$ cat config.mk
export PLATFORM = sky130hd
export DESIGN_NAME = adc_serial_capture_flat
export DESIGN_NICKNAME = d
export VERILOG_FILES = /design/src/rtl/adc_serial_capture_if.sv /design/src/rtl/adc_serial_capture.sv /design/src/flat_wrapper.sv
export SDC_FILE = /design/constraint.sdc
export NUM_CORES = 1
export LEC_CHECK = 0
export BUFFER_PORTS_ARGS = -buffer_cell sky130_fd_sc_hd__buf_4
export CAP_MARGIN = 10
export CORE_MARGIN = 1.5
export CORE_UTILIZATION = 40
export DETAILED_ROUTE_END_ITERATION = 10
export GPL_ROUTABILITY_DRIVEN = 0
export PLACE_DENSITY = 0.65
export SLEW_MARGIN = 20
export SYNTH_ARGS = -nofsm -noshare
export SYNTH_HDL_FRONTEND = slang
export SYNTH_SLANG_ARGS = --single-unit
$ cat constraint.sdc
create_clock -name CLK -period 3.1 [get_ports CLK]
set_input_delay 0.93 -clock CLK [delete_from_list [all_inputs] [get_ports CLK]]
set_output_delay 0.93 -clock CLK [all_outputs]
set_load 0.02 [all_outputs]
$ cat src/rtl/adc_serial_capture_if.sv
// adc_serial_capture_if
//   Groups the request, ADC serial pins and sample outputs of
//   adc_serial_capture into one bundle.
//   slave  : the capture block (drives CS_N/SCLK/DIN, D/E/BUSY)
//   master : the requester / ADC side (drives START, CH, ADC_DOUT)
//   Optional macro ADC_CHTAG_EN adds CH_OUT, the channel tag of D.
interface adc_serial_capture_if #(
  parameter int S    = 12,
  parameter int CH_W = 3
) ();
  logic            START;
  logic [CH_W-1:0] CH;
  logic            ADC_CS_N;
  logic            ADC_SCLK;
  logic            ADC_DIN;
  logic            ADC_DOUT;
  logic [S-1:0]    D;
  logic            E;
  logic            BUSY;
`ifdef ADC_CHTAG_EN
  logic [CH_W-1:0] CH_OUT;

  modport slave (
    input  START, CH, ADC_DOUT,
    output ADC_CS_N, ADC_SCLK, ADC_DIN, D, E, BUSY, CH_OUT
  );
  modport master (
    output START, CH, ADC_DOUT,
    input  ADC_CS_N, ADC_SCLK, ADC_DIN, D, E, BUSY, CH_OUT
  );
`else
  modport slave (
    input  START, CH, ADC_DOUT,
    output ADC_CS_N, ADC_SCLK, ADC_DIN, D, E, BUSY
  );
  modport master (
    output START, CH, ADC_DOUT,
    input  ADC_CS_N, ADC_SCLK, ADC_DIN, D, E, BUSY
  );
`endif
endinterface

$ cat src/rtl/adc_serial_capture.sv
// adc_serial_capture
//   Serial front end for a 12-bit SPI ADC (ADC128S022-style framing).
//   One request runs one FRAME-SCLK conversion frame: the channel address
//   goes out on DIN during frame bits 2..4, and the last S bits of DOUT are
//   shifted in MSB first. The result is presented on D with a one-cycle
//   strobe E, suitable for a downstream enabled sample register.
//
// Ports
//   CLK            system clock, rising edge
//   CLR            synchronous active-high reset, overrides everything
//   bus (slave)    START, CH          request and channel (sampled in IDLE)
//                  ADC_CS_N, ADC_SCLK, ADC_DIN, ADC_DOUT   ADC serial pins
//                  D, E, BUSY         captured sample, strobe, frame active
//                  CH_OUT             channel tag of D (ADC_CHTAG_EN only)
//
// Optional macro: ADC_CHTAG_EN -- adds CH_OUT. The ADC returns the
// conversion of the channel addressed in the previous frame, so the tag is
// the channel latched one accepted frame earlier (0 after reset).
//
// All outputs are registered.
//
// state | meaning
// ------+------------------------------------------------------------
// IDLE  | CS_N high, SCLK high, waiting for START
// SETUP | CS_N low, first SCLK half-period before frame bit 0 falls
// SHIFT | SCLK toggling; address out on falls, data in on rises
module adc_serial_capture #(
  parameter int S       = 12,
  parameter int CLK_DIV = 4,
  parameter int FRAME   = 16,
  parameter int CH_W    = 3
) (
  input logic                CLK,
  input logic                CLR,
  adc_serial_capture_if.slave bus
);

  localparam int HP_W = (CLK_DIV > 1) ? $clog2(CLK_DIV) : 1;
  localparam int TG_W = $clog2(2 * FRAME + 1);
  localparam logic [HP_W-1:0] HP_LAST   = HP_W'(CLK_DIV - 1);
  localparam logic [TG_W-1:0] TG_END    = TG_W'(2 * FRAME);
  localparam logic [TG_W-1:0] BIT_FIRST = TG_W'(FRAME - S);

  typedef enum logic [1:0] {
    IDLE,
    SETUP,
    SHIFT
  } state_t;

  state_t          state_q, state_d;
  logic [HP_W-1:0] hp_q, hp_d;      // CLK count within an SCLK half-period
  logic [TG_W-1:0] tog_q, tog_d;    // SCLK toggles issued this frame
  logic [CH_W-1:0] ch_q, ch_d;
  logic [S-1:0]    sr_q, sr_d;
  logic            cs_n_q, cs_n_d;
  logic            sclk_q, sclk_d;
  logic            din_q, din_d;
  logic [S-1:0]    d_q, d_d;
  logic            e_q, e_d;
  logic            busy_q, busy_d;
`ifdef ADC_CHTAG_EN
  logic [CH_W-1:0] ch_prev_q, ch_prev_d;
  logic [CH_W-1:0] ch_out_q, ch_out_d;
`endif

  // Address field is always 3 bits on the wire; narrower CH zero-extends.
  logic [2:0]      addr3;
  logic [TG_W-1:0] bit_k;
  logic            hp_done;

  always_comb begin
    state_d = state_q;
    hp_d    = hp_q;
    tog_d   = tog_q;
    ch_d    = ch_q;
    sr_d    = sr_q;
    cs_n_d  = cs_n_q;
    sclk_d  = sclk_q;
    din_d   = din_q;
    d_d     = d_q;
    e_d     = 1'b0;
    busy_d  = busy_q;
`ifdef ADC_CHTAG_EN
    ch_prev_d = ch_prev_q;
    ch_out_d  = ch_out_q;
`endif
    addr3   = 3'(ch_q);
    bit_k   = tog_q >> 1;
    hp_done = (hp_q == HP_LAST);

    case (state_q)
      IDLE: begin
        if (bus.START) begin
          state_d = SETUP;
          ch_d    = bus.CH;
`ifdef ADC_CHTAG_EN
          ch_prev_d = ch_q;
`endif
          cs_n_d  = 1'b0;
          busy_d  = 1'b1;
          hp_d    = '0;
          tog_d   = '0;
          sr_d    = '0;
        end
      end

      SETUP, SHIFT: begin
        if (state_q == SHIFT && tog_q == TG_END) begin
          // One CLK after the final rising edge: hand off the word.
          state_d = IDLE;
          d_d     = sr_q;
          e_d     = 1'b1;
          cs_n_d  = 1'b1;
          busy_d  = 1'b0;
          sclk_d  = 1'b1;
          din_d   = 1'b0;
          hp_d    = '0;
          tog_d   = '0;
`ifdef ADC_CHTAG_EN
          ch_out_d = ch_prev_q;
`endif
        end else if (hp_done) begin
          state_d = SHIFT;
          hp_d    = '0;
          tog_d   = tog_q + 1'b1;
          sclk_d  = ~sclk_q;
          if (!tog_q[0]) begin
            // Falling edge of frame bit k: present the address bit.
            if (bit_k == TG_W'(2))      din_d = addr3[2];
            else if (bit_k == TG_W'(3)) din_d = addr3[1];
            else if (bit_k == TG_W'(4)) din_d = addr3[0];
            else                        din_d = 1'b0;
          end else if (bit_k >= BIT_FIRST) begin
            // Rising edge: only the trailing S bits carry the result.
            sr_d = {sr_q[S-2:0], bus.ADC_DOUT};
          end
        end else begin
          hp_d = hp_q + 1'b1;
        end
      end

      default: state_d = IDLE;
    endcase
  end

  always_ff @(posedge CLK) begin
    if (CLR) begin
      state_q <= IDLE;
      hp_q    <= '0;
      tog_q   <= '0;
      ch_q    <= '0;
      sr_q    <= '0;
      cs_n_q  <= 1'b1;
      sclk_q  <= 1'b1;
      din_q   <= 1'b0;
      d_q     <= '0;
      e_q     <= 1'b0;
      busy_q  <= 1'b0;
`ifdef ADC_CHTAG_EN
      ch_prev_q <= '0;
      ch_out_q  <= '0;
`endif
    end else begin
      state_q <= state_d;
      hp_q    <= hp_d;
      tog_q   <= tog_d;
      ch_q    <= ch_d;
      sr_q    <= sr_d;
      cs_n_q  <= cs_n_d;
      sclk_q  <= sclk_d;
      din_q   <= din_d;
      d_q     <= d_d;
      e_q     <= e_d;
      busy_q  <= busy_d;
`ifdef ADC_CHTAG_EN
      ch_prev_q <= ch_prev_d;
      ch_out_q  <= ch_out_d;
`endif
    end
  end

  assign bus.ADC_CS_N = cs_n_q;
  assign bus.ADC_SCLK = sclk_q;
  assign bus.ADC_DIN  = din_q;
  assign bus.D        = d_q;
  assign bus.E        = e_q;
  assign bus.BUSY     = busy_q;
`ifdef ADC_CHTAG_EN
  assign bus.CH_OUT   = ch_out_q;
`endif

endmodule

$ cat src/flat_wrapper.sv
// flat-port wrapper written by rule: the top's interface ports become plain ports
module adc_serial_capture_flat 
#(
  parameter int S       = 12,
  parameter int CLK_DIV = 4,
  parameter int FRAME   = 16,
  parameter int CH_W    = 3
)
  (CLK, CLR, bus_START, bus_CH, bus_ADC_DOUT, bus_ADC_CS_N, bus_ADC_SCLK, bus_ADC_DIN, bus_D, bus_E, bus_BUSY);
  adc_serial_capture_if #(.S(S), .CH_W(CH_W)) bus_i ();
  input logic CLK;
  input logic CLR;
  input wire logic [$bits(bus_i.START)-1:0] bus_START;
  input wire logic [$bits(bus_i.CH)-1:0] bus_CH;
  input wire logic [$bits(bus_i.ADC_DOUT)-1:0] bus_ADC_DOUT;
  output wire logic [$bits(bus_i.ADC_CS_N)-1:0] bus_ADC_CS_N;
  output wire logic [$bits(bus_i.ADC_SCLK)-1:0] bus_ADC_SCLK;
  output wire logic [$bits(bus_i.ADC_DIN)-1:0] bus_ADC_DIN;
  output wire logic [$bits(bus_i.D)-1:0] bus_D;
  output wire logic [$bits(bus_i.E)-1:0] bus_E;
  output wire logic [$bits(bus_i.BUSY)-1:0] bus_BUSY;
  assign bus_i.START = bus_START;
  assign bus_i.CH = bus_CH;
  assign bus_i.ADC_DOUT = bus_ADC_DOUT;
  assign bus_ADC_CS_N = bus_i.ADC_CS_N;
  assign bus_ADC_SCLK = bus_i.ADC_SCLK;
  assign bus_ADC_DIN = bus_i.ADC_DIN;
  assign bus_D = bus_i.D;
  assign bus_E = bus_i.E;
  assign bus_BUSY = bus_i.BUSY;
  adc_serial_capture #(.S(S), .CLK_DIV(CLK_DIV), .FRAME(FRAME), .CH_W(CH_W)) u_core (.CLK(CLK), .CLR(CLR), .bus(bus_i));
endmodule
==> results of run 1 <==
[cell families (layout without fill, tap and decap cells)]
family / Yosys count / count (layout) / share of synthesized area (%)
fa+ha+maj: 6 / 6 / 4.003
buf+inv: 21 / 40 / 5.737
simple gates: 84 / 84 / 23.02
flops: 42 / 42 / 44.83
compound gates: 71 / 71 / 22.42
[cell usage in the layout, fill, tap and decap left out, drive strengths merged]
cell type and count:
a211oi 1, a21boi 1, a21o 1, a21oi 41, a22o 3, a311oi 1
a31oi 1, and4b 2, buf 25, clkbuf 5, clkinvlp 2, dfxtp 42
ha 6, inv 8, nand2 36, nand2b 1, nand3 9, nand3b 1
nand4 11, nand4b 2, nor2 8, nor2b 3, nor3 5, o211a 1
o211ai 1, o21ai 16, o21bai 1, o311a 1, o31ai 1, o41ai 1
or2 1, or3 1, or4 3, or4b 1
[worst register-to-register path: cells and delay by family, from the launching register on]
kind / cells / cell delay (ns)
adders and majority gates: 1 / 0.63
buffers and inverters: 3 / 0.53
and+or+nand+nor: 1 / 0.51
DFF: 1 / 0.39
AOI/OAI and AO/OA: 2 / 0.25
[where the power goes]
| group | leakage [nW] | internal, W | total [W] | switching, W |
|---|---|---|---|---|
| Sequential | 0.340 | 0.000548 | 0.000554 | 0.00000602 |
| Clock | 0.0408 | 0.000161 | 0.000369 | 0.000208 |
| Combinational | 0.386 | 0.0000317 | 0.0000994 | 0.0000677 |
| Total | 0.767 | 0.000741 | 0.00102 | 0.000281 |
[metal layers]
metal / wire length, µm / vias to the layer above / track usage (%)
met1: 2059 / 728 / 22.54
met4: 64 / 0 / 8.595
met3: 126 / 5 / 3.094
li1: - / 840 / -
met5: 0 / - / 0
met2: 1780 / 32 / 26.79
[state kept, by name (all words and copies together), names as in the netlist, 2 cells and up]
register	count
u_core.hp_q	2
u_core.bus.D	12
u_core.addr3	3
u_core.sr_q	12
u_core.state_q	2
u_core.tog_q	6
[layout make-up]
type	instances	area (µm²)	area share, %
inverter	7	26.28	1.228
tap	52	65.06	3.041
timing repair buffer	25	187.7	8.772
clock buffer	5	68.82	3.216
multi-input combinational	161	927.1	43.33
clock inverter	3	23.77	1.111
sequential	42	840.8	39.30
[metrics by stage]
step,setup slack [ns],hold slack [ns]
finish,0.7234,0.4569
detailed placement,0.7902,0.4466
global placement,0.8214,0.4411
global route,0.4780,0.4814
CTS,0.7790,0.4583
floorplan,1.201,0.4284
[worst min-delay path by stage]
stage / start / end / slack [ns] / cells past startpoint
after floorplan: u_core.sr_q[11] / u_core.bus.D[11] / 0.43 / 2
after global placement: u_core.addr3[1] / u_core.addr3[1] / 0.44 / 2
after detailed placement: u_core.bus.D[3] / u_core.bus.D[3] / 0.45 / 2
after CTS: u_core.addr3[1] / u_core.addr3[1] / 0.46 / 2
after global routing: u_core.bus.D[2] / u_core.bus.D[2] / 0.48 / 2
final: u_core.addr3[0] / u_core.addr3[0] / 0.46 / 2
==> impl_metrics.json, run 1 <==
{
  "status": "completed",
  "post-route-drc-count": 0,
  "design_power_total_w": 0.001022,
  "cpMostUsedCell": "sky130_fd_sc_hd__inv_1",
  "cts_inserted_buffers": 5,
  "worstSetupEndpoint": "u_core.sr_q[6]",
  "fp.dieArea_um2": 5109,
  "insertion_delay_ns": 0.30,
  "avgRoutedWirePerCell_um": 13.66,
  "yosys_most_used_dff": "sky130_fd_sc_hd__dfxtp_1",
  "clock_sinks": 42,
  "synth.top_cells.by_count": "sky130_fd_sc_hd__dfxtp_1 (42), sky130_fd_sc_hd__a21oi_1 (40), sky130_fd_sc_hd__nand2_1 (35), sky130_fd_sc_hd__o21ai_0 (14), sky130_fd_sc_hd__nand4_1 (11)",
  "critical_path.startpoint": "u_core.state_q[1]",
  "p_leak_nw": 0.7667,
  "end_kind": "register",
  "synth-seq-area-share_pct": 44.83,
  "async_reset_ff_share_pct": 0,
  "clk_path_buf_depth": 2,
  "min_path_type": "register to register",
  "pin_count_of_the_biggest_net_entering_global_routing": 42,
  "grt_overflow": 0,
  "peakVddDrop_mv": 0.2357,
  "core_region_um2": 4444,
  "wl_um": 4031,
  "setup_viol_count_final": 0,
  "yosys_warnings": 0,
  "detail_route.iter0.violations": 93,
  "power_per_cell_area_nw_per_um2": 477.8,
  "rr_endpoint": "u_core.sr_q[6]",
  "grt_first_pass_wirelength_um": 6927,
  "worst_r2r_startpoint": "u_core.state_q[1]",
  "clock_skew_ns": 0.007555,
  "crit_slowest_cell": "sky130_fd_sc_hd__ha_1",
  "first_global_vias": 1491,
  "syn_inst": 224,
  "critical_path.top_delay_family": "adder cells",
  "post_dp_cell_area_um2": 2047,
  "floorplan.initialDensity_pct": 42.20,
  "tritoncts_clock_tree": "built",
  "design.final.nets": 255,
  "synth_top_area_cell": "sky130_fd_sc_hd__dfxtp_1",
  "startpoint_type": "register",
  "dpl.hpwl_um": 2611,
  "finish.cell_count_without_fillers": 295,
  "critical_path.cell_chain": "inv_1 -> ha_1 -> inv_1 -> nor3_2 -> buf_4 -> o21ai_0 -> a21oi_1",
  "postSynthAreaPerCell_um2": 8.373,
  "cts_hold_repair.buffers": 0,
  "timing.setup.tns_ns": 0,
  "final_layout_size_suffix_gt1_share_pct": 16.05,
  "grt_setup_unrepaired": "no",
  "netlist_cell_types": 39,
  "synthDominantCellAreaShare_pct": 44.83,
  "period_needed_ns": 2.377,
  "cts_resized": 0,
  "finalInstanceArea_um2": 2140,
  "clk_pin_slew_worst_paths_ns": 0.09,
  "reg_to_reg_setup_timing_slack_ns": 0.72,
  "detailroute.via_count": 1605,
  "dieHeight_um": 71.48,
  "clock_tree.root_cell": "sky130_fd_sc_hd__clkbuf_8",
  "number_of_storage_elements_in_the_synthesis_netlist": 42,
  "ys_top_cells_by_area": "sky130_fd_sc_hd__dfxtp_1 (45%), sky130_fd_sc_hd__a21oi_1 (11%), sky130_fd_sc_hd__nand2_1 (7.0%), sky130_fd_sc_hd__ha_1 (4.0%), sky130_fd_sc_hd__o21ai_0 (3.7%)",
  "post_route_fraction_of_the_period_consumed_by_the_critical_path_pct": 76.66,
  "chipWidth_um": 71.48,
  "syn_nets": 237,
  "transition_time_at_the_pin_with_the_least_slew_margin_ns": 0.5455,
  "area_delta_synth_final_pct": 14.08,
  "finish.utilization_pct": 48.14,
  "worst_path_fanout_max": 18,
  "critical_path_required_ns": 3.34,
  "timing_max_transition_violations_final": 0,
  "fp-row-count": 24,
  "critical_path_depth": 7,
  "worst_slew_margin_rel_pct": 63.63,
  "worstRegToRegCells": 7,
  "synth_enable_flop_cells": 0,
  "post-cts-setup-buffers": 0,
  "post_drt_via_cell_ratio": 5.441,
  "post_synth_instance_area_um2": 1876,
  "number_of_instances_in_the_placed_design": 287,
  "grt_use_total_pct": 17.04,
  "detailedRoute.firstPassIterationCount": 6,
  "drv_cap": 0,
  "crit_path_category": "register to register",
  "critical_path.n_buffers_inverters": 3,
  "antenna_found_initial": 0,
  "io_pins": 24,
  "layout.filler_cells": 451,
  "port_buffers": 23,
  "detail-route-antenna-nets": 0,
  "cp_slowest_stage_delay_ns": 0.63,
  "synth.most_common_cell": "sky130_fd_sc_hd__dfxtp_1",
  "hold_viol": 0,
  "cts_htree_levels": 2,
  "cp.arrival_ns": 2.61,
  "fmax_mhz": 420.8,
  "antenna_cells_inserted": 0
}
(Power assumes the default switching activity.)
==> run 2, diff against run 1 <==
- ABC_AREA: not set -> 1
- PLACE_DENSITY: 0.65 -> 0.64
- clock period: 3.1 -> 2.34 ns (I/O delays scaled with it)
==> impl_metrics.json, run 2 <==
{
  "status": "completed",
  "cts_inserted_buffers": 5,
  "antenna_found_initial": 0,
  "clock_tree.root_cell": "sky130_fd_sc_hd__clkbuf_8",
  "fp-row-count": 25,
  "synth-seq-area-share_pct": 42.00,
  "design.final.nets": 313,
  "cts_hold_repair.buffers": 0,
  "cpMostUsedCell": "sky130_fd_sc_hd__nand2_1",
  "grt_setup_unrepaired": "no",
  "timing.setup.tns_ns": 0,
  "crit_slowest_cell": "sky130_fd_sc_hd__dfxtp_1",
  "final_layout_size_suffix_gt1_share_pct": 17.67,
  "clk_path_buf_depth": 2,
  "yosys_most_used_dff": "sky130_fd_sc_hd__dfxtp_1",
  "synth_top_area_cell": "sky130_fd_sc_hd__dfxtp_1",
  "worst_path_fanout_max": 16,
  "first_global_vias": 1617,
  "post_synth_instance_area_um2": 2002,
  "crit_path_category": "register to register",
  "cp_slowest_stage_delay_ns": 0.43,
  "core_region_um2": 4786,
  "fmax_mhz": 564.4,
  "post-cts-setup-buffers": 0,
  "critical_path.cell_chain": "inv_1 -> ha_1 -> nand2_1 -> inv_1 -> nand4_4 -> inv_2 -> nor2_4 -> nand2_1 -> nand2_1 -> nor2_1",
  "dieHeight_um": 73.75,
  "drv_cap": 0,
  "worst_r2r_startpoint": "u_core.tog_q[0]",
  "netlist_cell_types": 26,
  "chipWidth_um": 73.75,
  "holdPathStages": 2,
  "fp.dieArea_um2": 5438,
  "clock_sinks": 42,
  "fin_worst_hold_slack_ns": 0.4551,
  "syn_nets": 290,
  "detailedRoute.firstPassIterationCount": 4,
  "postSynthAreaPerCell_um2": 7.227,
  "syn_inst": 277,
  "grt_overflow": 0,
  "clock_skew_ns": 0.004764,
  "worstRegToRegCells": 10,
  "critical_path.startpoint": "u_core.tog_q[0]",
  "critical_path_required_ns": 2.52,
  "post_dp_cell_area_um2": 2221,
  "synth.most_common_cell": "sky130_fd_sc_hd__nand2_1",
  "detail-route-antenna-nets": 0,
  "floorplan.initialDensity_pct": 41.83,
  "wl_um": 4380,
  "synth_enable_flop_cells": 0,
  "cts_htree_levels": 2,
  "grt_first_pass_wirelength_um": 7320,
  "port_buffers": 23,
  "peakVddDrop_mv": 0.4532,
  "synthDominantCellAreaShare_pct": 42.00,
  "insertion_delay_ns": 0.29,
  "post_route_fraction_of_the_period_consumed_by_the_critical_path_pct": 75.72,
  "post-route-drc-count": 0,
  "detailroute.via_count": 1749,
  "finish.cell_count_without_fillers": 367,
  "io_pins": 24,
  "avgRoutedWirePerCell_um": 11.93,
  "p_leak_nw": 1.070,
  "startpoint_type": "register",
  "yosys_warnings": 0,
  "antenna_cells_inserted": 0,
  "mostFrequentLayoutCell": "sky130_fd_sc_hd__nand2_1",
  "tritoncts_clock_tree": "built",
  "min_path_type": "register to register",
  "beginning_of_the_worst_hold_path": "u_core.sr_q[11]",
  "ys_top_cells_by_area": "sky130_fd_sc_hd__dfxtp_1 (42%), sky130_fd_sc_hd__nand2_1 (14%), sky130_fd_sc_hd__inv_1 (5.3%), sky130_fd_sc_hd__nor2_1 (5.1%), sky130_fd_sc_hd__nand3_1 (4.8%)",
  "area_delta_synth_final_pct": 16.56,
  "mostFrequentLayoutCells": "sky130_fd_sc_hd__nand2_1 (76), sky130_fd_sc_hd__dfxtp_1 (42), sky130_fd_sc_hd__inv_1 (28)",
  "number_of_instances_in_the_placed_design": 360,
  "detail_route.iter0.violations": 73,
  "synth.top_cells.by_count": "sky130_fd_sc_hd__nand2_1 (76), sky130_fd_sc_hd__dfxtp_1 (42), sky130_fd_sc_hd__inv_1 (28), sky130_fd_sc_hd__nor2_1 (27), sky130_fd_sc_hd__nand3_1 (19)",
  "post_drt_via_cell_ratio": 4.766,
  "finalInstanceArea_um2": 2333,
  "number_of_storage_elements_in_the_synthesis_netlist": 42,
  "setup_viol_count_final": 0,
  "async_reset_ff_share_pct": 0,
  "timing_max_transition_violations_final": 0,
  "pin_count_of_the_biggest_net_entering_global_routing": 24,
  "period_needed_ns": 1.772,
  "end_kind": "register",
  "transition_time_at_the_pin_with_the_least_slew_margin_ns": 0.6173,
  "cts_resized": 0,
  "hold_viol": 0,
  "worst_slew_margin_rel_pct": 58.80,
  "clk_pin_slew_worst_paths_ns": 0.08,
  "power_per_cell_area_nw_per_um2": 1169,
  "grt_use_total_pct": 17.88,
  "cp.arrival_ns": 1.96,
  "dpl.hpwl_um": 3138
}
run 2: through the flow:
step	total power, W	utilization, %	worst slack, ns
after global routing	0.002978	48.76	0.3357
after CTS	0.002748	48.76	0.5342
after global placement	0.002139	46.41	0.4716
after floorplan	0.001905	-	0.8654
final	0.002728	48.76	0.5681
after detailed placement	0.002160	46.41	0.4289
run 2: worst paths after layout:
path | end | slack [ns]
min reg2reg | u_core.bus.D[11] | 0.46
max reg2reg | u_core.sr_q[7] | 0.57
min | u_core.bus.D[11] | 0.46
max | u_core.sr_q[7] | 0.57
run 2: worst max-delay path: cells and delay by family, from the launching register on:
kind	cells	cell delay (ns)
simple gates	6	0.68
flops	1	0.43
buf+inv	3	0.34
fa+ha+maj	1	0.21
run 2: power breakdown:
part	total, W	switching, W	internal [W]
clock	0.000580	0.000239	0.000341
combinational	0.00121	0.000814	0.000391
sequential	0.000943	0.0000831	0.000860
total	0.00273	0.00114	0.00159
run 2: logic make-up after synthesis:
| family | synth area share (%) |
|---|---|
| flops | 42.00 |
| simple gates | 34.50 |
| compound gates | 9.500 |
| fa+ha+maj | 3.750 |
| buf+inv | 9.375 |
| xor+xnor | 0.8752 |
run 2: cell type report:
| class | instances | area [µm²] |
|---|---|---|
| clock buffers | 6 | 82.58 |
| clock inverters | 1 | 30.03 |
| fillers | 489 | 2452 |
| inverters | 34 | 127.6 |
| multi-input cells | 191 | 973.4 |
| flip-flops and latches | 42 | 840.8 |
| well taps | 67 | 83.83 |
| repair buffers | 26 | 195.2 |
run 2: routing by layer:
layer	GRT usage, %	up-vias	part of all wire [%]
li1	-	923	-
met3	5.761	7	3.8
met5	0	-	0
met1	21.71	788	48
met4	6.996	0	1.3
met2	29.23	31	47
==> run 3, diff against run 2 <==
- PLACE_DENSITY: 0.64 -> 0.67
- clock period: 2.34 -> 1.55 ns (I/O delays scaled with it)
==> impl_metrics.json, run 3 (synthesized netlist as in run 2, its figures left out) <==
{
  "grt_overflow": 0,
  "layout.filler_cells": 477,
  "detailedRoute.firstPassIterationCount": 4,
  "clock_skew_ns": 0.01077,
  "first_global_vias": 1609,
  "avgRoutedWirePerCell_um": 11.45,
  "finalInstanceArea_um2": 2550,
  "post-route-drc-count": 0,
  "dieHeight_um": 73.75,
  "crit_slowest_cell": "sky130_fd_sc_hd__dfxtp_2",
  "swShare_pct": 39.98,
  "cpMostUsedCell": "sky130_fd_sc_hd__buf_6",
  "status": "completed",
  "reg_to_reg_setup_timing_slack_ns": 0.08,
  "final_layout_size_suffix_gt1_share_pct": 24.69,
  "critical_path_required_ns": 1.73,
  "tritoncts_clock_tree": "built",
  "port_buffers": 23,
  "detailroute.via_count": 1825,
  "p_seq_share_pct": 30.6,
  "wl_um": 4433,
  "detail_route.iter0.violations": 86,
  "antenna_found_initial": 0,
  "cp.arrival_ns": 1.65,
  "post_route_fraction_of_the_period_consumed_by_the_critical_path_pct": 95.05,
  "fp.dieArea_um2": 5438,
  "power.combinational.fraction_pct": 51.0,
  "critical_path.n_buffers_inverters": 4,
  "detail-route-antenna-nets": 0,
  "chipWidth_um": 73.75,
  "area_delta_synth_final_pct": 27.38,
  "cts_inserted_buffers": 5,
  "dpl.hpwl_um": 3144,
  "end_kind": "register",
  "fin_worst_hold_slack_ns": 0.4293,
  "worst_path_fanout_max": 7,
  "design.final.nets": 332,
  "cts_htree_levels": 2,
  "transition_time_at_the_pin_with_the_least_slew_margin_ns": 0.3370,
  "critical_path.cell_chain": "inv_1 -> ha_4 -> buf_6 -> nand3_4 -> buf_6 -> buf_4 -> a21oi_1 -> nor2_1",
  "wl_met2_um": 2283,
  "multi_input_comb_area_um2": 1015,
  "drv_cap": 0,
  "critical_path.top_delay_family": "buffers and inverters",
  "floorplan.initialDensity_pct": 41.83,
  "power_per_cell_area_nw_per_um2": 1809,
  "crit_path_category": "register to register",
  "critical_path_depth": 8,
  "grt_use_total_pct": 17.37,
  "worst_slew_margin_rel_pct": 77.50,
  "period_needed_ns": 1.473,
  "p_int_w": 0.002769,
  "antenna_cells_inserted": 0,
  "holdPathStages": 3,
  "cp_slowest_stage_delay_ns": 0.34,
  "setup_viol_count_final": 0,
  "mostFrequentLayoutCell": "sky130_fd_sc_hd__nand2_1",
  "cts_hold_repair.buffers": 0,
  "power_frac_clock_pct": 18.3,
  "net-switching-power_w": 0.001845,
  "mostFrequentLayoutCells": "sky130_fd_sc_hd__nand2_1 (75), sky130_fd_sc_hd__buf_4 (39), sky130_fd_sc_hd__dfxtp_1 (39)",
  "clk_pin_slew_worst_paths_ns": 0.08,
  "worstRegToRegCells": 8,
  "clock_sinks": 42,
  "insertion_delay_ns": 0.28,
  "min_path_type": "primary input to register",
  "met3WireLength_um": 137,
  "clk_path_buf_depth": 2,
  "startpoint_type": "register",
  "p_leak_nw": 1.165,
  "post_dp_cell_area_um2": 2336,
  "fp-row-count": 25,
  "timing_max_transition_violations_final": 0,
  "pin_count_of_the_biggest_net_entering_global_routing": 23,
  "wl_met1_um": 1964,
  "io_pins": 24,
  "hold_viol": 0,
  "grt_first_pass_wirelength_um": 7300,
  "seq_area_um2": 844.6,
  "core_region_um2": 4786,
  "highest-signal-layer": "met4",
  "fmax_mhz": 678.7,
  "post_drt_via_cell_ratio": 4.716,
  "peakVddDrop_mv": 0.9910,
  "clock_tree.root_cell": "sky130_fd_sc_hd__clkbuf_8"
}
run 3: cell type report:
cell class / count / share of cell area, %
Clock buffer: 6 / 2.846
Clock inverter: 2 / 1.472
Inverter: 34 / 5.103
Sequential cell: 42 / 33.12
Tap cell: 67 / 3.288
Multi-Input combinational cell: 192 / 39.79
Timing Repair Buffer: 44 / 14.38
run 3: power by group through the flow:
stage	logic, W	registers (W)	clock network, W
floorplan	0.00143	0.00144	0
global placement	0.00196	0.00142	0
detailed placement	0.00197	0.00143	0
CTS	0.00209	0.00140	0.000873
global route	0.00265	0.00143	0.000912
finish	0.00235	0.00141	0.000846
run 3: per-layer routing:
layer / up-vias / track usage, %
li1: 970 / -
met1: 819 / 21.02
met2: 30 / 31.03
met3: 6 / 3.429
met4: 0 / 4.733
met5: - / 0
run 3: final timing paths:
| check | start | to |
|---|---|---|
| worst max-delay path | u_core.state_q[1] | u_core.tog_q[0] |
| worst min-delay path | bus_CH[1] | u_core.addr3[1] |
| worst max register to register | u_core.state_q[1] | u_core.tog_q[0] |
| worst min register to register | u_core.bus.BUSY | u_core.bus.BUSY |
run 3: timing repair:
item	4_1_cts	5_1_grt
setup buffers	0	6
cloned	1	0
endpoints found under the setup margin	9	26
pin swaps	1	3
resized for setup	3	13
run 3: worst min-delay path: stages:
cell and delay, ns:
sky130_fd_sc_hd__buf_4 0.07, sky130_fd_sc_hd__o21ai_0 0.07, sky130_fd_sc_hd__nor2_1 0.07
run 3: per-stage QoR:
stage,total power [W],TNS [ns],setup slack [ns],instances,utilization [%]
after CTS,0.004367,0,0.03653,381,51.66
final,0.004614,0,0.07670,387,53.28
after floorplan,0.002876,0,0.07541,277,-
after detailed placement,0.003401,-0.05250,-0.01444,372,48.81
after global routing,0.004996,-0.04232,-0.01549,387,53.28
after global placement,0.003382,0,0.02077,372,48.81
